## config.mk

```make
export PLATFORM = sky130hd
export DESIGN_NAME = mux_sel_sequencer_flat
export DESIGN_NICKNAME = d
export VERILOG_FILES = /design/src/rtl/mux_sel_sequencer_pkg.sv /design/src/rtl/mux_sel_sequencer_if.sv /design/src/rtl/mux_sel_sequencer_rr_arbiter.sv /design/src/rtl/mux_sel_sequencer.sv /design/src/flat_wrapper.sv
export SDC_FILE = /design/constraint.sdc
export NUM_CORES = 1
export LEC_CHECK = 0
export ABC_AREA = 1
export BUFFER_PORTS_ARGS = -buffer_cell sky130_fd_sc_hd__buf_4
export CAP_MARGIN = 20
export CORE_MARGIN = 8
export CORE_UTILIZATION = 55
export CTS_CLUSTER_SIZE = 16
export DETAILED_ROUTE_END_ITERATION = 6
export GPL_ROUTABILITY_DRIVEN = 0
export PLACE_DENSITY = 0.82
export SLEW_MARGIN = 20
export SYNTH_ARGS = -nofsm -noshare
export SYNTH_HDL_FRONTEND = slang
export SYNTH_HIERARCHICAL = 1
export SYNTH_SLANG_ARGS = --single-unit
export TNS_END_PERCENT = 5
```

## constraint.sdc

```tcl
create_clock -name clk -period 5.1 [get_ports clk]
set_input_delay 0.51 -clock clk [delete_from_list [all_inputs] [get_ports clk]]
set_output_delay 0.51 -clock clk [all_outputs]
set_load 0.05 [all_outputs]
```

## src/rtl/mux_sel_sequencer_pkg.sv

```systemverilog
// Shared definitions for mux_sel_sequencer: FSM encodings and the latency/level-count helpers
// that must agree with mux_fixed_pipeline.
package mux_sel_sequencer_pkg;

    typedef logic [1:0] state_t;

    localparam state_t StIdle = 2'd0;
    localparam state_t StHold = 2'd1;
    localparam state_t StDone = 2'd2;

    function automatic int unsigned sel_width(int unsigned input_count);
        return (input_count <= 1) ? 1 : $clog2(input_count);
    endfunction

    // Mux levels = ceil(sel bits / sel bits resolved per level).
    function automatic int unsigned mux_levels(int unsigned sel_w, int unsigned mux_size);
        int unsigned lvl_bits;
        lvl_bits = (mux_size <= 2) ? 1 : $clog2(mux_size);
        return (sel_w + lvl_bits - 1) / lvl_bits;
    endfunction

endpackage

```

## src/rtl/mux_sel_sequencer_if.sv

```systemverilog
// Channel-side and mux-side signals of mux_sel_sequencer; master is the sequencer,
// slave is the requesters plus the pipelined mux.
interface mux_sel_sequencer_if
    import mux_sel_sequencer_pkg::*;
#(
    parameter int unsigned INPUT_COUNT = 10,
    parameter int unsigned SEL_W       = sel_width(INPUT_COUNT)
);
    logic [INPUT_COUNT-1:0] req;
    logic [SEL_W-1:0]       sel;
    logic [INPUT_COUNT-1:0] ack;
    logic                   out_valid;
    logic [SEL_W-1:0]       out_sel;
    logic                   busy;

    modport master (
        input  req,
        output sel,
        output ack,
        output out_valid,
        output out_sel,
        output busy
    );

    modport slave (
        output req,
        input  sel,
        input  ack,
        input  out_valid,
        input  out_sel,
        input  busy
    );
endinterface

```

## src/rtl/mux_sel_sequencer_rr_arbiter.sv

```systemverilog
// Combinational round-robin arbiter: picks the first requester strictly after ptr,
// wrapping from N-1 to 0, and returns it as one-hot grant plus index.
module mux_sel_sequencer_rr_arbiter #(
    parameter int unsigned N     = 10,
    parameter int unsigned IDX_W = 4
) (
    input  logic [N-1:0]     req,
    input  logic [IDX_W-1:0] ptr,
    output logic [N-1:0]     grant,
    output logic [IDX_W-1:0] idx,
    output logic             valid
);

    // Two passes keep every req index constant: first the channels above ptr, then the wrap.
    always_comb begin
        grant = '0;
        idx   = '0;
        valid = 1'b0;
        for (int i = 0; i < int'(N); i++) begin
            if (!valid && req[i] && (IDX_W'(i) > ptr)) begin
                valid    = 1'b1;
                idx      = IDX_W'(i);
                grant[i] = 1'b1;
            end
        end
        for (int i = 0; i < int'(N); i++) begin
            if (!valid && req[i] && (IDX_W'(i) <= ptr)) begin
                valid    = 1'b1;
                idx      = IDX_W'(i);
                grant[i] = 1'b1;
            end
        end
    end

endmodule

```

## src/rtl/mux_sel_sequencer.sv

```systemverilog
// Arbitrating sel sequencer for a pipelined mux: holds sel for the mux latency, then pulses
// out_valid/ack. Define MUX_SEQ_FIXED_PRIORITY_EN for fixed lowest-index-wins priority.
module mux_sel_sequencer
    import mux_sel_sequencer_pkg::*;
#(
    parameter int unsigned INPUT_COUNT = 10,
    parameter int unsigned MUX_SIZE    = 2
) (
    input logic                 clk,
    input logic                 rst_n,
    mux_sel_sequencer_if.master bus
);

    localparam int unsigned SEL_W   = sel_width(INPUT_COUNT);
    localparam int unsigned LATENCY = mux_levels(SEL_W, MUX_SIZE);
    localparam int unsigned CNT_W   = $clog2(LATENCY + 1);

    state_t                 state_q, state_d;
    logic [SEL_W-1:0]       sel_q, sel_d;
    logic [SEL_W-1:0]       out_sel_q, out_sel_d;
    logic [CNT_W-1:0]       cnt_q, cnt_d;
    logic [INPUT_COUNT-1:0] gnt_oh_q, gnt_oh_d;
    logic [INPUT_COUNT-1:0] ack_q, ack_d;
    logic                   out_valid_q, out_valid_d;

    logic [SEL_W-1:0]       ptr;
    logic [INPUT_COUNT-1:0] arb_grant;
    logic [SEL_W-1:0]       arb_idx;
    logic                   arb_valid;
    logic                   grant_now;

    assign grant_now = (state_q == StIdle) && arb_valid;

`ifdef MUX_SEQ_FIXED_PRIORITY_EN
    // Pointer pinned to the last channel so the scan always starts at channel 0.
    assign ptr = SEL_W'(INPUT_COUNT - 1);
`else
    logic [SEL_W-1:0] ptr_q;

    always_ff @(posedge clk or negedge rst_n) begin
        if (!rst_n) begin
            ptr_q <= SEL_W'(INPUT_COUNT - 1);
        end else if (grant_now) begin
            ptr_q <= arb_idx;
        end
    end

    assign ptr = ptr_q;
`endif

    mux_sel_sequencer_rr_arbiter #(
        .N     (INPUT_COUNT),
        .IDX_W (SEL_W)
    ) u_arb (
        .req   (bus.req),
        .ptr   (ptr),
        .grant (arb_grant),
        .idx   (arb_idx),
        .valid (arb_valid)
    );

    always_comb begin
        state_d     = state_q;
        sel_d       = sel_q;
        out_sel_d   = out_sel_q;
        cnt_d       = cnt_q;
        gnt_oh_d    = gnt_oh_q;
        ack_d       = '0;
        out_valid_d = 1'b0;
        unique case (state_q)
            StIdle: begin
                if (arb_valid) begin
                    sel_d    = arb_idx;
                    gnt_oh_d = arb_grant;
                    cnt_d    = CNT_W'(LATENCY);
                    state_d  = StHold;
                end
            end
            StHold: begin
                cnt_d = cnt_q - CNT_W'(1);
                if (cnt_q == CNT_W'(1)) begin
                    state_d     = StDone;
                    out_valid_d = 1'b1;
                    ack_d       = gnt_oh_q;
                    out_sel_d   = sel_q;
                end
            end
            StDone: begin
                state_d = StIdle;
            end
            default: begin
                state_d = StIdle;
            end
        endcase
    end

    always_ff @(posedge clk or negedge rst_n) begin
        if (!rst_n) begin
            state_q     <= StIdle;
            sel_q       <= '0;
            out_sel_q   <= '0;
            cnt_q       <= '0;
            gnt_oh_q    <= '0;
            ack_q       <= '0;
            out_valid_q <= 1'b0;
        end else begin
            state_q     <= state_d;
            sel_q       <= sel_d;
            out_sel_q   <= out_sel_d;
            cnt_q       <= cnt_d;
            gnt_oh_q    <= gnt_oh_d;
            ack_q       <= ack_d;
            out_valid_q <= out_valid_d;
        end
    end

    assign bus.sel       = sel_q;
    assign bus.out_sel   = out_sel_q;
    assign bus.ack       = ack_q;
    assign bus.out_valid = out_valid_q;
    assign bus.busy      = (state_q != StIdle);

endmodule

```

## src/flat_wrapper.sv

```systemverilog
// flat-port wrapper written by rule: the top's interface ports become plain ports
module mux_sel_sequencer_flat import mux_sel_sequencer_pkg::*;
#(
    parameter int unsigned INPUT_COUNT = 10,
    parameter int unsigned MUX_SIZE    = 2
)
  (clk, rst_n, bus_req, bus_sel, bus_ack, bus_out_valid, bus_out_sel, bus_busy);
  mux_sel_sequencer_if #(.INPUT_COUNT(INPUT_COUNT)) bus_i ();
  input logic clk;
  input logic rst_n;
  input wire logic [$bits(bus_i.req)-1:0] bus_req;
  output wire logic [$bits(bus_i.sel)-1:0] bus_sel;
  output wire logic [$bits(bus_i.ack)-1:0] bus_ack;
  output wire logic [$bits(bus_i.out_valid)-1:0] bus_out_valid;
  output wire logic [$bits(bus_i.out_sel)-1:0] bus_out_sel;
  output wire logic [$bits(bus_i.busy)-1:0] bus_busy;
  assign bus_i.req = bus_req;
  assign bus_sel = bus_i.sel;
  assign bus_ack = bus_i.ack;
  assign bus_out_valid = bus_i.out_valid;
  assign bus_out_sel = bus_i.out_sel;
  assign bus_busy = bus_i.busy;
  mux_sel_sequencer #(.INPUT_COUNT(INPUT_COUNT), .MUX_SIZE(MUX_SIZE)) u_core (.clk(clk), .rst_n(rst_n), .bus(bus_i));
endmodule
```

# == After elaboration in Yosys (flattened, before gate mapping) ==
# Index checks and enable logic that the tools add are counted.
# W data, S select, Z words.
# op_classes
muxes,67
bitwise_logic,0
n_reduce_logical,66
order_cmp,20
div_mod_pow,0
n_mul,0
add_sub_neg,1
n_shift,0
n_eq_ne,4
# op_table
op,n
$mux W4,18
$mux W1,42
$logic_and A1 B1 Y1,40
$mux W10,2
$logic_not A1 Y1,19
$gt A3 B4 Y1 const A,4
$le A3 B4 Y1 const A,4
$gt A1 B4 Y1 const A,2
$gt A2 B4 Y1 const A,2
$gt A4 B4 Y1 const A,2
$le A1 B4 Y1 const A,2
$le A2 B4 Y1 const A,2
$le A4 B4 Y1 const A,2
$reduce_and A2 Y1,4
$pmux W3 S2,1
$mux W2,2
$ne A2 B1 Y1 const B,2
$pmux W2 S2,1
$reduce_bool A2 Y1,2
$eq A3 B1 Y1 const B,1
$mux W3,1
$sub A3 B1 Y3 const B,1
$eq A2 B1 Y1 const B,1
$logic_not A2 Y1,1
# totals
ram_bits,0
latchBits,0
elab_cells,166
out_inout_bits,20
ff_bits,38
memories,0
input_bits,12
rom_bits,0

# == Logic depth before layout (Yosys ltp) ==
# Gate-level depths: netlist of the first run.
# depth
word_depth,81
depth_mapped,17
mapped_depth_nobuf,17

# == Hierarchy ==
# Netlist of the first run, hierarchy kept.
# modules_own_cells
mod,cells_per_inst,area_per_inst_um2,seq_area_each_um2,n_inst
mux_sel_sequencer,151,1482.7,903.4,1
mux_sel_sequencer_rr_arbiter,91,470.5,0.0,1

# == Least setup slack after synthesis of the first run ==
# No wires, ideal clock.
# synth_path
path_type,reg-to-reg
startpoint,"register u_core.ptr_q[3], in the netlist u_core/ptr[3]"
endpoint,"register u_core.ptr_q[1], in the netlist u_core/ptr[1]"
arrival_time_ns,2.304
path_slack_ns,2.679
setup_time_ns,0.117
synth_period_minus_slack_ns,2.421
t_required_ns,4.983
stages_incl_launch_ff,15
cell_sequence,dfstp_2 > nor2_2 > nand3_1 > nand3_2 > nor2_2 > nand4_2 > nor2_2 > nand4_2 > nor2_2 > nand4_2 > nor2_4 > nand4_1 > buf_2 > nand3_1 > nand2_1
# synth_via
elab_chain_cells,80
word_cells_on_any_way,117
# synth_rtl
element,line,source
from (decl),mux_sel_sequencer.sv:38,logic [SEL_W-1:0] ptr_q;
from (signal assigned),mux_sel_sequencer.sv:42,ptr_q <= SEL_W'(INPUT_COUNT - 1);
from (signal assigned),mux_sel_sequencer.sv:44,ptr_q <= arb_idx;
$gt A1 B4 Y1,mux_sel_sequencer_rr_arbiter.sv:20,if (!valid && req[i] && (IDX_W'(i) > ptr)) begin
$logic_and A1 B1 Y1,mux_sel_sequencer_rr_arbiter.sv:20,
$mux W1,mux_sel_sequencer_rr_arbiter.sv:20,
$logic_not A1 Y1,mux_sel_sequencer_rr_arbiter.sv:20,
$logic_and A1 B1 Y1 (2 in a row),mux_sel_sequencer_rr_arbiter.sv:20,
$mux W1,mux_sel_sequencer_rr_arbiter.sv:20,
$logic_not A1 Y1,mux_sel_sequencer_rr_arbiter.sv:20,
$logic_and A1 B1 Y1 (2 in a row),mux_sel_sequencer_rr_arbiter.sv:20,
[61 not listed],n/a,
$logic_not A1 Y1,mux_sel_sequencer_rr_arbiter.sv:27,if (!valid && req[i] && (IDX_W'(i) <= ptr)) begin
$logic_and A1 B1 Y1 (2 in a row),mux_sel_sequencer_rr_arbiter.sv:27,
$mux W1,mux_sel_sequencer_rr_arbiter.sv:27,
$logic_not A1 Y1,mux_sel_sequencer_rr_arbiter.sv:27,
$logic_and A1 B1 Y1 (2 in a row),mux_sel_sequencer_rr_arbiter.sv:27,
$mux W1 (*),mux_sel_sequencer_rr_arbiter.sv:27,
net u_core.arb_valid,mux_sel_sequencer.sv:29,logic arb_valid;
$logic_and A1 B1 Y1 (*),mux_sel_sequencer.sv:32,assign grant_now = (state_q == StIdle) && arb_valid;
# Mark *: on every way through the listed nets, which the timed path passes. The rest lies on a longest branch.
# A chain may end at the register's enable or synchronous reset.

# == Final worst setup path of the first run ==
# layout_path
startpoint,"register u_core.ptr_q[3], in the netlist u_core/ptr[3]"
endpoint,register u_core.state_q[0]
# layout_via
elab_chain_cells,81
word_cells_on_any_way,100
# layout_rtl
element,line,source
$gt A1 B4 Y1,mux_sel_sequencer_rr_arbiter.sv:20,
$logic_and A1 B1 Y1,mux_sel_sequencer_rr_arbiter.sv:20,
$mux W1,mux_sel_sequencer_rr_arbiter.sv:20,
$logic_not A1 Y1,mux_sel_sequencer_rr_arbiter.sv:20,
$logic_and A1 B1 Y1 (2 in a row),mux_sel_sequencer_rr_arbiter.sv:20,
$mux W1,mux_sel_sequencer_rr_arbiter.sv:20,
$logic_not A1 Y1,mux_sel_sequencer_rr_arbiter.sv:20,
$logic_and A1 B1 Y1 (2 in a row),mux_sel_sequencer_rr_arbiter.sv:20,
[62 not listed],n/a,
$logic_and A1 B1 Y1 (2 in a row),mux_sel_sequencer_rr_arbiter.sv:27,
$mux W1,mux_sel_sequencer_rr_arbiter.sv:27,
$logic_not A1 Y1,mux_sel_sequencer_rr_arbiter.sv:27,
$logic_and A1 B1 Y1 (2 in a row),mux_sel_sequencer_rr_arbiter.sv:27,
$mux W1 (*),mux_sel_sequencer_rr_arbiter.sv:27,
net u_core.arb_valid,mux_sel_sequencer.sv:29,
$ne A2 B1 Y1 (no source line) (*),n/a,
$reduce_and A2 Y1 (no source line) (*),n/a,
to (signal assigned),mux_sel_sequencer.sv:99,state_q <= StIdle;
to (signal assigned),mux_sel_sequencer.sv:107,state_q <= state_d;
to (decl),mux_sel_sequencer.sv:18,"state_t state_q, state_d;"
# Marks and branches as above.

==> results summary, run 1 <==
The deepest clock path buffer count is 2. Cells with a size suffix above 1 make up 24.54% of the layout. The top fanout value on the critical path is 22. The ratio of routed vias to standard cells is 5.320. The net count of the finished layout came out at between 200 and 300. The total power per unit cell area is 586.0 mW/mm^2. For this block, the initial DRC count from the detailed router was 127. In this design, the critical path's most frequently occurring cell is sky130_fd_sc_hd__nor2_2. For the pin with the worst max-slew slack, the measured transition is 0.6385 ns. The final wirelength is 4.211 mm. The final-report setup violation count came out at 0. Counting both buffers and inverters, the worst setup path holds a total of 0. The hold violation total from the final report came out at 0. Averaged over all synthesized cells, the footprint is 8.071 um^2. The number of filler instances in the final layout is about 290.

The number of global-route vias before repair is 1,591. The post-CTS setup-driven buffer insertion count came out at 0. The area overhead of the layout relative to synthesis is 16.40%. The core area is about 0.0034 mm^2.

The pin count of the biggest net entering global routing came out at 37. IR analysis of the VDD net gives a maximum drop of 0.3435 mV. The clock-pin slew of the registers on the worst-case setup and hold paths came out at 0.10 ns. 0 antenna diodes ended up in the layout.

Across all layers, the routed design uses about 1,700 vias. The overall die area came out at approximately 0.0057 mm^2. The post-synthesis async set-or-reset flop share is 100.0%. The placement row count came out at 21. The CTS tree is built. The post-CTS resize count is 0. The number of distinct library cell variants in the gate-level netlist after synthesis came out at 27. The initial utilization of the core area, before any placement, comes to slightly below 60%. The filler-free cell count of the finished design came out at between 300 and 400. Among cell families on the critical path, the largest total delay comes from simple AND/OR/NAND/NOR gates. The initial antenna violation count came out at 0. Of the post-synthesis cell area, the part taken by muxes is 0%.

The worst path setup slack after routing came out at 1.771 ns. For the worst-skew pair, the clock arrives at the later sink with an insertion delay of roughly 0.34 ns. The share of the synthesized area in compound gates (AO/OA/AOI/OAI) came out at 5.701%.

Sequential cells were found to cover 46.25% of the synthesized design area. The number of max-cap violations came out at 0. The ratio of final minimum period to clock period is about two thirds. In the synthesized netlist, the cells that appear most often are 71 x sky130_fd_sc_hd__nand2_1, 34 x sky130_fd_sc_hd__dfrtp_1, 30 x sky130_fd_sc_hd__inv_1, 28 x sky130_fd_sc_hd__nand3_1, 19 x sky130_fd_sc_hd__nor2_1. The number of enable flip-flop cells after synthesis came out at 0. After synthesis the cells add up to 0.001953 mm^2. The run finished with clean final reports. For this run, design rule violations remaining after detail routing come to 0. The pre-antenna-repair detailed-routing pass consisted of 4 iterations.

The first global-routing pass estimated 7.155 mm of wire. The data required time of the critical path is 5.30 ns. The number of placed instances, taps included, is 311. The fraction of synthesized cell area in xor and xnor cells is 0%. STA puts the critical path data arrival time at 3.53 ns. The relative slew slack came out at roughly 57%.

Cells fill around 68% of the core in the end. The worst register-to-register path has a setup slack of between 1.5 and 2 ns. The adder-cell share of the synthesized area is 1.281%. The smallest clock period supported by the final layout is computed as 3.329 ns. For this design the static power due to leakage is 0.001260 uW. In this run the worst hold path is classified as in2async.

The top-level I/O count came out at 32. The die extent in y is 75.59 um. Among all stages on the critical path, the largest delay is contributed by sky130_fd_sc_hd__dfstp_2. The worst setup path is launched from a register. The synthesized flop and latch total is 36. For this run, the leading register cell type out of synthesis is sky130_fd_sc_hd__dfrtp_1.

sky130_fd_sc_hd__nand2_1 is the most common cell in the netlist. Setup repair after global routing left no endpoint under its margin. Sorting the synthesized cells by area gives the leading types as sky130_fd_sc_hd__dfrtp_1 44%, sky130_fd_sc_hd__nand2_1 14%, sky130_fd_sc_hd__nand3_1 7.2%, sky130_fd_sc_hd__inv_1 5.8%, sky130_fd_sc_hd__nor2_1 3.7%. The chip width came out at approximately 76 um. The signal on the critical path passes through nor2_2 > nand3_1 > nand3_2 > nor2_2 > nand4_2 > nor2_2 > nand4_2 > nor2_2 > nand4_2 > nor2_4 > nand4_1 > nand2_4 > o21ai_0. STA classifies the critical path endpoint as a register. The largest clock skew in the final design came out at 0.01266 ns. The post-synth net total is 256. The delay of the slowest cell on the worst path came out at 0.62 ns. The clock tree synthesis step divided the H-tree into 2 levels. By area, the combinational part of the netlist is dominated by simple AND/OR/NAND/NOR gates.

The number of standard cells after synthesis came out at roughly 240. The count of synthesis-stage warnings from yosys is 6. The number of max-slew violations in the final report is 0. The synthesized design spends more area on one cell type than any other, namely sky130_fd_sc_hd__dfrtp_1. The hold-fix buffer count after cts is 0. The worst setup path is of the reg2reg kind. The HPWL after detailed placement is 3.216 mm. The top-area cell type share of the netlist area came out at between 40% and 50%. TritonCTS created 5 clock buffers.

Global routing used 16.40% of the available tracks across all layers. Before CTS, the worst setup slack after placement is ~1.8 ns. The count of nets left with antenna violations after detail routing came out at 0. The setup TNS is 0 ns. Counting every sink on the clock net gives 36. The highest attainable clock frequency is 300.4 MHz.

CTS placed an instance of sky130_fd_sc_hd__clkbuf_4 at the clock tree root. Port buffering added 31 buffers. The per-cell routed wire length is 13.20 um. After Yosys synthesis, and, or, nand and nor cells account for between 30% and 40% of the synthesized area. For this run the aggregate overflow at the end of global routing stands at 0.
-- cell type report --
class                           count  area [um^2]  share of cell area (%)
Multi-Input combinational cell    167        868.3                   38.19
Clock inverter                      1        30.03                   1.321
Tap cell                           46        57.56                   2.532
Inverter                           31        116.4                   5.118
Sequential cell                    36        903.4                   39.74
Timing Repair Buffer               31        232.7                   10.24
Clock buffer                        7        65.06                   2.862
-- final timing paths --
check	start	to	cells after the start
min	rst_n	u_core/bus.sel[0]$_DFFE_PN0P_	1
min reg2reg	u_core/gnt_oh_q[8]$_DFFE_PN0P_	u_core/gnt_oh_q[8]$_DFFE_PN0P_	2
min in group clk	u_core/gnt_oh_q[8]$_DFFE_PN0P_	u_core/gnt_oh_q[8]$_DFFE_PN0P_	2
max in group asynchronous	rst_n	u_core/ptr[3]$_DFFE_PN1P_	1
max	u_core/ptr[3]$_DFFE_PN1P_	u_core/state_q[0]$_DFFE_PN0P_	13
max reg2reg	u_core/ptr[3]$_DFFE_PN1P_	u_core/state_q[0]$_DFFE_PN0P_	13
-- worst reg2reg max path: cells and delay by family (launching register included) --
family / cells / cell delay (ns)
AO/OA/AOI/OAI: 1 / 0.16
flip-flops: 1 / 0.62
AND/OR/NAND/NOR: 12 / 2.41
-- kinds of logic (layout without fill, tap and decap cells) --
logic type,count (synthesis),in the layout
buf+inv,39,70
fa+ha+maj,2,2
simple gates,148,148
compound gates,17,17
flops,36,36
-- cells in the final DEF (no fill, tap or decap), drive strengths merged --
| cell | Yosys | layout |
|---|---|---|
| a31oi | 3 | 3 |
| inv | 31 | 31 |
| nand2 | 75 | 75 |
| a21oi | 3 | 3 |
| dfrtp | 34 | 34 |
| ha | 2 | 2 |
| nor2 | 30 | 30 |
| nand3b | 1 | 1 |
| bufinv | 0 | 1 |
| or2 | 1 | 1 |
| o21ai | 8 | 8 |
| dfstp | 2 | 2 |
| buf | 8 | 31 |
| o31ai | 1 | 1 |
| nor3 | 2 | 2 |
| nand3 | 30 | 30 |
| o211ai | 2 | 2 |
| nand4 | 9 | 9 |
| clkbuf | 0 | 7 |
-- per-layer routing --
layer	GRT usage, %	wire (um)	vias to the layer above
met4	7.463	95	0
met5	0	0	-
li1	-	-	827
met3	3.026	289	10
met2	27.04	2011	72
met1	20.34	1814	788
-- sequential cells by signal (all words and copies together) (netlist names) --
signal,flops
u_core/bus.ack,10
u_core/cnt_q,3
u_core/state_q,2
u_core/gnt_oh_q,10
u_core/bus.sel,2
u_core/bus.out_valid,1
u_core/bus.out_sel,4
u_core/ptr,4
-- report_power, final --
part	switching, uW	internal, uW
clock	93.1	130
sequential	80.6	373
combinational	453	203
-- stage by stage --
| step | hold WS, ns | area (um^2) | total power (uW) |
|---|---|---|---|
| 3_5_place_dp | 0.4599 | 2178 | 1111 |
| 6_report | 0.09799 | 2273 | 1332 |
| 4_1_cts | 0.1010 | 2273 | 1335 |
| 2_1_floorplan | 0.2144 | 1953 | 972.8 |
| 5_1_grt | 0.1143 | 2273 | 1428 |
| 3_3_place_gp | 0.4567 | 2178 | 1086 |
Power figures use the tool's default switching activity.
==> inputs of run 2 (changes only) <==
--- a/config.mk
+++ b/config.mk
@@ -5,15 +5,15 @@
 export SDC_FILE = /design/constraint.sdc
 export NUM_CORES = 1
 export LEC_CHECK = 0
-export ABC_AREA = 1
+export ABC_AREA = 0
 export BUFFER_PORTS_ARGS = -buffer_cell sky130_fd_sc_hd__buf_4
 export CAP_MARGIN = 20
 export CORE_MARGIN = 8
-export CORE_UTILIZATION = 55
+export CORE_UTILIZATION = 51
 export CTS_CLUSTER_SIZE = 16
 export DETAILED_ROUTE_END_ITERATION = 6
 export GPL_ROUTABILITY_DRIVEN = 0
-export PLACE_DENSITY = 0.82
+export PLACE_DENSITY = 0.79
 export SLEW_MARGIN = 20
 export SYNTH_ARGS = -nofsm -noshare
 export SYNTH_HDL_FRONTEND = slang
==> constraint.sdc (replaced) <==
create_clock -name clk -period 2.75 [get_ports clk]
set_input_delay 0.275 -clock clk [delete_from_list [all_inputs] [get_ports clk]]
set_output_delay 0.275 -clock clk [all_outputs]
set_load 0.05 [all_outputs]
==> results summary, run 2 <==
The largest clock skew in the final design came to 0.006892 ns (-0.005772 ns). The highest attainable clock frequency is 406.8 MHz (+35%). The count of antenna diodes in the layout is 0 (unchanged).

The final wirelength was 4.621 mm (+9.7%). The number of enable flip-flop cells after synthesis came out at 0 (unchanged). In the synthesized netlist the dominant register cell turns out to be sky130_fd_sc_hd__dfrtp_1.

The mapped cell area came to 0.002131 mm^2 (+9.1%). The hold violation total from the final report is 0 (unchanged). The library cell used most frequently in the layout, excluding fill and tap cells, is sky130_fd_sc_hd__buf_4.

The number of buffers and inverters on the critical path came out at 1 (+1). The post-detailed-placement half-perimeter wirelength came out at 3.434 mm (+6.8%). The all-layer global routing usage came out at 15.64% (-0.76 points).

The post-synth net total came out at 210 (-18%). The ratio of final minimum period to clock period was 89.39% (+24 points). Setup repair after global routing left no endpoint under its margin. The count of nets left with antenna violations after detail routing is 0 (unchanged). The count of synthesis-stage warnings from yosys came out at 6 (unchanged). The CTS tree is built. The leakage power is 0.001214 uW (-3.6%). The number of global-route vias before repair came out at 1,617 (+1.6%). The H-tree depth came to 2 (unchanged). The synthesized flop and latch total is 36 (unchanged). The data required time of the critical path is 2.92 ns (-2.38 ns). The sequential cell area fraction in the yosys report came to 42.40% (-3.9 points). The relative slew slack came out at 61.04% (+3.7 points). The top-area cell type share of the netlist area came out at 39.93% (-3.6 points).

Sorting the synthesized cells by area gives the leading types as sky130_fd_sc_hd__dfrtp_1 40%, sky130_fd_sc_hd__mux2_4 7.0%, sky130_fd_sc_hd__mux2_2 5.3%, sky130_fd_sc_hd__and2_1 3.8%, sky130_fd_sc_hd__nand2_1 3.0%. The worst supply voltage drop on vdd is 0.4919 mV (+43%). The area overhead of the layout relative to synthesis is 18.97%. STA classifies the critical path endpoint as a register. The clock buffer count from CTS was 5 (unchanged).

The initial core utilization is 53.27% (-4.8 points). The flow ran to the end, and the final reports show no timing, DRC or antenna violations. The port buffer count came out at 31 (unchanged). The final-report setup violation count came out at 0 (unchanged). The minimum hold slack is 0.4188 ns (+0.3208 ns). The residual DRC count was 0 (unchanged). The number of max-slew violations in the final report is 0 (unchanged). The tightest min-delay check is of the in2reg type. The data arrival time of the worst path came out at 2.63 ns (-0.90 ns). The placement row count was 23 (+9.5%). The net count of the finished layout is 248 (-13%).

The initial antenna violation count came to 0 (unchanged). The overall die area came out at 0.006502 mm^2 (+14%). The number of standard cells after synthesis is 196 (-19%). The slowest stage of the critical path belongs to the cell sky130_fd_sc_hd__dfrtp_1.

The worst-skew pair later-pin latency is 0.29 ns (-0.05 ns). The total clock sinks is 36 (unchanged). The deepest clock path buffer count is 2 (unchanged). The per-cell routed wire length came to 16.21 um (+23%). The synthesized design spends more area on one cell type than any other, namely sky130_fd_sc_hd__dfrtp_1.

The die extent in y came out at 80.64 um (+6.7%). By count the netlist is led by 34 x sky130_fd_sc_hd__dfrtp_1, 17 x sky130_fd_sc_hd__nand2_1, 13 x sky130_fd_sc_hd__and2_1. The worst setup slack before clock tree synthesis is -0.01312 ns (-1.820 ns).

The core area is 0.004000 mm^2 (+19%). The launching element type of the critical path is a register. The remaining global-route overflow is 0 (unchanged).

The post-CTS resize count came out at 0 (unchanged). The total power per unit cell area came out at 1126 mW/mm^2 (+92%). The time the final worst path needs with I/O delays and setup was 2.458 ns (-0.8707 ns). The violation count after the first detailed-route iteration came to 97 (-24%). The chip width came out at 80.64 um (+6.7%). The library cell used as clock root buffer is sky130_fd_sc_hd__clkbuf_8. The clock-pin slew of the registers on the worst-case setup and hold paths came to 0.07 ns (-0.03 ns). The kind of critical path is reg2reg. In the post-synthesis netlist, the cell with the most instances is sky130_fd_sc_hd__dfrtp_1. The top-level I/O count came to 32 (unchanged). The top fanout value on the critical path came out at 19 (-14%). The number of iterations in the first detailed-routing pass was 4 (unchanged). The pin count of the biggest net entering global routing was 37 (unchanged). The share of post-route cells with drive strength above 1 came to 35.74% (+11 points). The filler-free cell count of the finished design is 285 (-11%). The total number of vias is 1,630 (-3.9%). The final core utilization came to 63.37% (-4.2 points).

The post-synthesis async set-or-reset flop share came out at 100.0% (unchanged). The number of distinct library cell variants in the gate-level netlist after synthesis came to 56 (+110%). The kind of cell with the highest combined delay along the critical path is compound AO/OA/AOI/OAI gates. The delay of the slowest cell on the worst path is 0.60 ns (-0.02 ns). The signal on the critical path passes through o31ai_2 > a211oi_4 > buf_4 > nor4b_1 > o211ai_1 > o2111ai_1 > mux2_4. The global-route wire length before repair is 7.990 mm (+12%). The number of cells in the design after placement is 274 (-12%). In the layout the commonest cells are 41 x sky130_fd_sc_hd__buf_4, 34 x sky130_fd_sc_hd__dfrtp_1, 17 x sky130_fd_sc_hd__nand2_1. The slew at the pin with the worst max-slew slack came out at 0.5844 ns (-0.05411 ns). The mean instance size in the synthesized netlist came out at 10.87 um^2 (+35%). The number of max-cap violations is 0 (unchanged). The ratio of routed vias to standard cells came out at 5.719 (+7.5%). The worst path setup slack after routing came to 0.2918 ns (-1.479 ns).
==> run 2: worst paths after layout <==
check | from | endpoint | slack, ns | cells past startpoint
max in group asynchronous | rst_n | u_core/ptr[3]$_DFFE_PN1P_ | 1.94 | 2
setup / recovery | u_core/ptr[2]$_DFFE_PN0P_ | u_core/bus.sel[0]$_DFFE_PN0P_ | 0.29 | 7
hold reg to reg | u_core/gnt_oh_q[5]$_DFFE_PN0P_ | u_core/bus.ack[5]$_DFF_PN0_ | 0.47 | 1
min in group asynchronous | rst_n | u_core/bus.out_sel[1]$_DFFE_PN0P_ | 0.48 | 2
setup reg to reg | u_core/ptr[2]$_DFFE_PN0P_ | u_core/bus.sel[0]$_DFFE_PN0P_ | 0.29 | 7
hold / removal | bus_req[1] | u_core/gnt_oh_q[1]$_DFFE_PN0P_ | 0.42 | 4
==> run 2: metrics by stage <==
| stage | power (uW) | area, um^2 | setup TNS [ns] |
|---|---|---|---|
| 2_1_floorplan | 2050 | 2131 | 0 |
| 3_3_place_gp | 2339 | 2386 | 0 |
| 3_5_place_dp | 2372 | 2386 | -0.01333 |
| 4_1_cts | 2861 | 2535 | 0 |
| 5_1_grt | 3031 | 2535 | 0 |
| 6_report | 2855 | 2535 | 0 |
==> run 2: tightest hold or removal path: stages <==
cell and delay [ns]:
sky130_fd_sc_hd__buf_4 0.11, sky130_fd_sc_hd__inv_1 0.05, sky130_fd_sc_hd__nor2_1 0.10, sky130_fd_sc_hd__mux2_4 0.14
==> run 2: cell families (layout without fill, tap and decap cells) <==
logic type	count (synthesis)	after routing	synth area share, %
and+or+nand+nor	69	69	19.67
buffers and inverters	22	61	7.105
DFF	36	36	42.40
AOI/OAI and AO/OA	46	46	16.85
adders and majority gates	2	2	1.174
muxes	21	21	12.80
==> run 2: per-layer routing <==
layer / vias up / part of all wire (%) / GRT usage (%)
li1: 789 / - / -
met3: 10 / 6.1 / 3.125
met5: - / 0 / 0
met2: 51 / 47 / 24.54
met1: 780 / 45 / 20.03
met4: 0 / 2.4 / 7.455
==> run 2: where the power goes <==
| part | internal, uW | leakage (uW) | switching [uW] | total, uW |
|---|---|---|---|---|
| clock network | 268 | 0.0000541 | 189 | 457 |
| logic | 659 | 0.000693 | 821 | 1480 |
| registers | 706 | 0.000468 | 211 | 917 |
| total | 1630 | 0.00121 | 1220 | 2850 |
==> run 2: layout make-up <==
class	instances	area, um^2
timing repair buffer	43	337.8
tap	50	62.56
fill	319	1465
sequential	36	903.4
inverter	10	37.54
clock buffer	5	68.82
clock inverter	3	42.54
multi-input combinational	138	1082
==> run 2: what timing repair did <==
action                                  CTS  global route
hold buffers                              1             0
endpoints found under the setup margin    6             0
setup buffers                             2             0
hold endpoints to repair                 34             0
==> inputs of run 3 (changes only) <==
--- a/config.mk
+++ b/config.mk
@@ -10,6 +10,7 @@
 export CAP_MARGIN = 20
 export CORE_MARGIN = 8
 export CORE_UTILIZATION = 51
+export CTS_BUF_LIST = sky130_fd_sc_hd__clkbuf_16
 export CTS_CLUSTER_SIZE = 16
 export DETAILED_ROUTE_END_ITERATION = 6
 export GPL_ROUTABILITY_DRIVEN = 0
==> results summary, run 3 (synthesized netlist as in run 2, its figures left out) <==
The flow ran to the end, and the final reports show no timing, DRC or antenna violations. The hold violation total from the final report is 0 (unchanged). The net count of the finished layout came out at 247 (-0.40%).

The worst-skew pair later-pin latency is 0.28 ns (about the same). The worst setup path is of the reg2reg kind. The residual DRC count is 0 (unchanged).

The chip width came out at 80.64 um (unchanged). The post-detailed-placement half-perimeter wirelength was 3.434 mm (unchanged). The number of max-slew violations in the final report is 0 (unchanged). The data arrival time of the worst path came out at 2.63 ns (about the same). The final-report setup violation count came out at 0 (unchanged).

The number of iterations in the first detailed-routing pass is 4 (unchanged). The instance area at placement came out at 0.002386 mm^2 (unchanged). Leaving out fill and tap cells, the most frequent cell in the layout is sky130_fd_sc_hd__buf_4. The number of max-cap violations is 0 (unchanged).

The core area came out at 0.004000 mm^2 (unchanged). The ratio of final minimum period to clock period is 89.65% (+0.26 points). The largest clock skew in the final design came out at 0.004631 ns (-0.002261 ns). Setup repair after global routing left no endpoint under its margin. The total number of vias is 1,637 (+0.43%). The top-level I/O count came to 32 (unchanged). TritonCTS built the clock tree. The clock-pin slew of the registers on the worst-case setup and hold paths came out at 0.05 ns (-0.02 ns). The violation count after the first detailed-route iteration is 137 (+41%). The initial antenna violation count is 0 (unchanged).

Relative to the synthesized area, the layout overhead comes to 21.26%. STA classifies the critical path endpoint as a register. The worst supply voltage drop on vdd is 0.4647 mV (-5.5%). Traced cell by cell, the critical path runs through o31ai_2 > a211oi_4 > buf_4 > nor4b_1 > o211ai_1 > o2111ai_1 > mux2_4. The type of the most critical hold path is in2reg. The library cell used as clock root buffer is sky130_fd_sc_hd__clkbuf_16. The port buffer count came out at 31 (unchanged).

The leakage power came to 0.001235 uW (+1.7%). The relative slew slack came to 60.73% (-0.31 points). The top fanout value on the critical path is 19 (unchanged). The per-cell routed wire length is 16.71 um (+3.1%). The area of all placed cells without fillers is 0.002584 mm^2 (+1.9%). The largest individual stage delay along the critical path comes from the cell sky130_fd_sc_hd__dfrtp_1. The number of global-route vias before repair came to 1,620 (+0.19%). The deepest clock path buffer count came out at 2 (unchanged). The global-route wire length before repair is 8.148 mm (+2.0%). The total power per unit cell area came out at 1174 mW/mm^2 (+4.3%). The remaining global-route overflow is 0 (unchanged). The share of post-route cells with drive strength above 1 came to 35.47% (-0.27 points).

The clock buffer count from CTS came out at 5 (unchanged). The delay of the slowest cell on the worst path came out at 0.59 ns (about the same). The pin count of the biggest net entering global routing came out at 37 (unchanged). The count of antenna diodes in the layout is 0 (unchanged). The post-CTS resize count is 0 (unchanged). The count of nets left with antenna violations after detail routing is 0 (unchanged). The highest attainable clock frequency was 405.6 MHz (-0.29%). The placement row count came out at 23 (unchanged). The ratio of routed vias to standard cells is 5.764 (+0.78%). The final wirelength was 4.746 mm (+2.7%).

The initial core utilization was 53.27% (unchanged). The total clock sinks is 36 (unchanged). The slew at the pin with the worst max-slew slack is 0.5891 ns (+0.004634 ns). STA classifies the critical path startpoint as a register. The data required time of the critical path is 2.91 ns (about the same). The final core utilization is 64.59% (+1.2 points). The time the final worst path needs with I/O delays and setup is 2.465 ns (+0.007213 ns).

The H-tree depth came out at 2 (unchanged). The die extent in y is 80.64 um (unchanged). The number of filler instances in the final layout is 314 (-1.6%). The overall die area was 0.006502 mm^2 (unchanged). Leaving out fill and tap cells, the most frequent cells in the layout are 40 x sky130_fd_sc_hd__buf_4, 34 x sky130_fd_sc_hd__dfrtp_1, 17 x sky130_fd_sc_hd__nand2_1. The minimum hold slack is 0.4336 ns (+0.01481 ns).

The all-layer global routing usage came to 16.07% (+0.42 points).
## run 3: worst max-delay path: cells and delay by family (launching register included)
family	cells	cell delay, ns
muxes	1	0.30
and+or+nand+nor	1	0.14
DFF	1	0.59
buffers and inverters	1	0.16
AOI/OAI and AO/OA	4	1.16
## run 3: layout make-up
class                   instances  area, um^2  area share [%]
clock buffers                   5       125.1           4.843
clock inverters                 3       42.54           1.646
inverters                      10       37.54           1.453
multi-input cells             138        1082           41.89
flip-flops and latches         36       903.4           34.96
well taps                      50       62.56           2.421
repair buffers                 42       330.3           12.78
## run 3: worst paths after layout
kind / startpoint / to / slack [ns] / cells after the start
worst max-delay path: u_core/ptr[2]$_DFFE_PN0P_ / u_core/bus.sel[0]$_DFFE_PN0P_ / 0.28 / 7
worst min-delay path: bus_req[0] / u_core/gnt_oh_q[0]$_DFFE_PN0P_ / 0.43 / 3
worst max register to register: u_core/ptr[2]$_DFFE_PN0P_ / u_core/bus.sel[0]$_DFFE_PN0P_ / 0.28 / 7
worst min register to register: u_core/gnt_oh_q[6]$_DFFE_PN0P_ / u_core/bus.ack[6]$_DFF_PN0_ / 0.48 / 1
max in group asynchronous: rst_n / u_core/ptr[3]$_DFFE_PN1P_ / 1.91 / 2
min in group asynchronous: rst_n / u_core/bus.out_sel[1]$_DFFE_PN0P_ / 0.49 / 2
## run 3: stage by stage
| stage | setup TNS, ns | setup WS, ns | instances | power [uW] |
|---|---|---|---|---|
| after floorplan | 0 | 0.4646 | 196 | 2050 |
| after global placement | 0 | 0.08706 | 274 | 2339 |
| after detailed placement | -0.01333 | -0.01312 | 274 | 2372 |
| after CTS | 0 | 0.3023 | 284 | 3041 |
| after global routing | 0 | 0.1800 | 284 | 3213 |
| final | 0 | 0.2846 | 284 | 3034 |
## run 3: metal layers
| layer | up-vias | part of all wire [%] | GRT usage (%) |
|---|---|---|---|
| met4 | 0 | 1.9 | 6.909 |
| met5 | - | 0 | 0 |
| met1 | 776 | 44 | 20.45 |
| met3 | 9 | 7.0 | 3.460 |
| li1 | 788 | - | - |
| met2 | 64 | 47 | 25.50 |
## run 3: power breakdown
group	switching (uW)	internal [uW]	total, uW
Clock	211	425	636
Combinational	821	655	1480
Sequential	215	707	922
Total	1250	1790	3030
## run 3: timing repair
item	CTS	global route
setup buffers	1	0
setup endpoints to repair	6	0
endpoints found under the hold margin	34	0
hold buffers	1	0
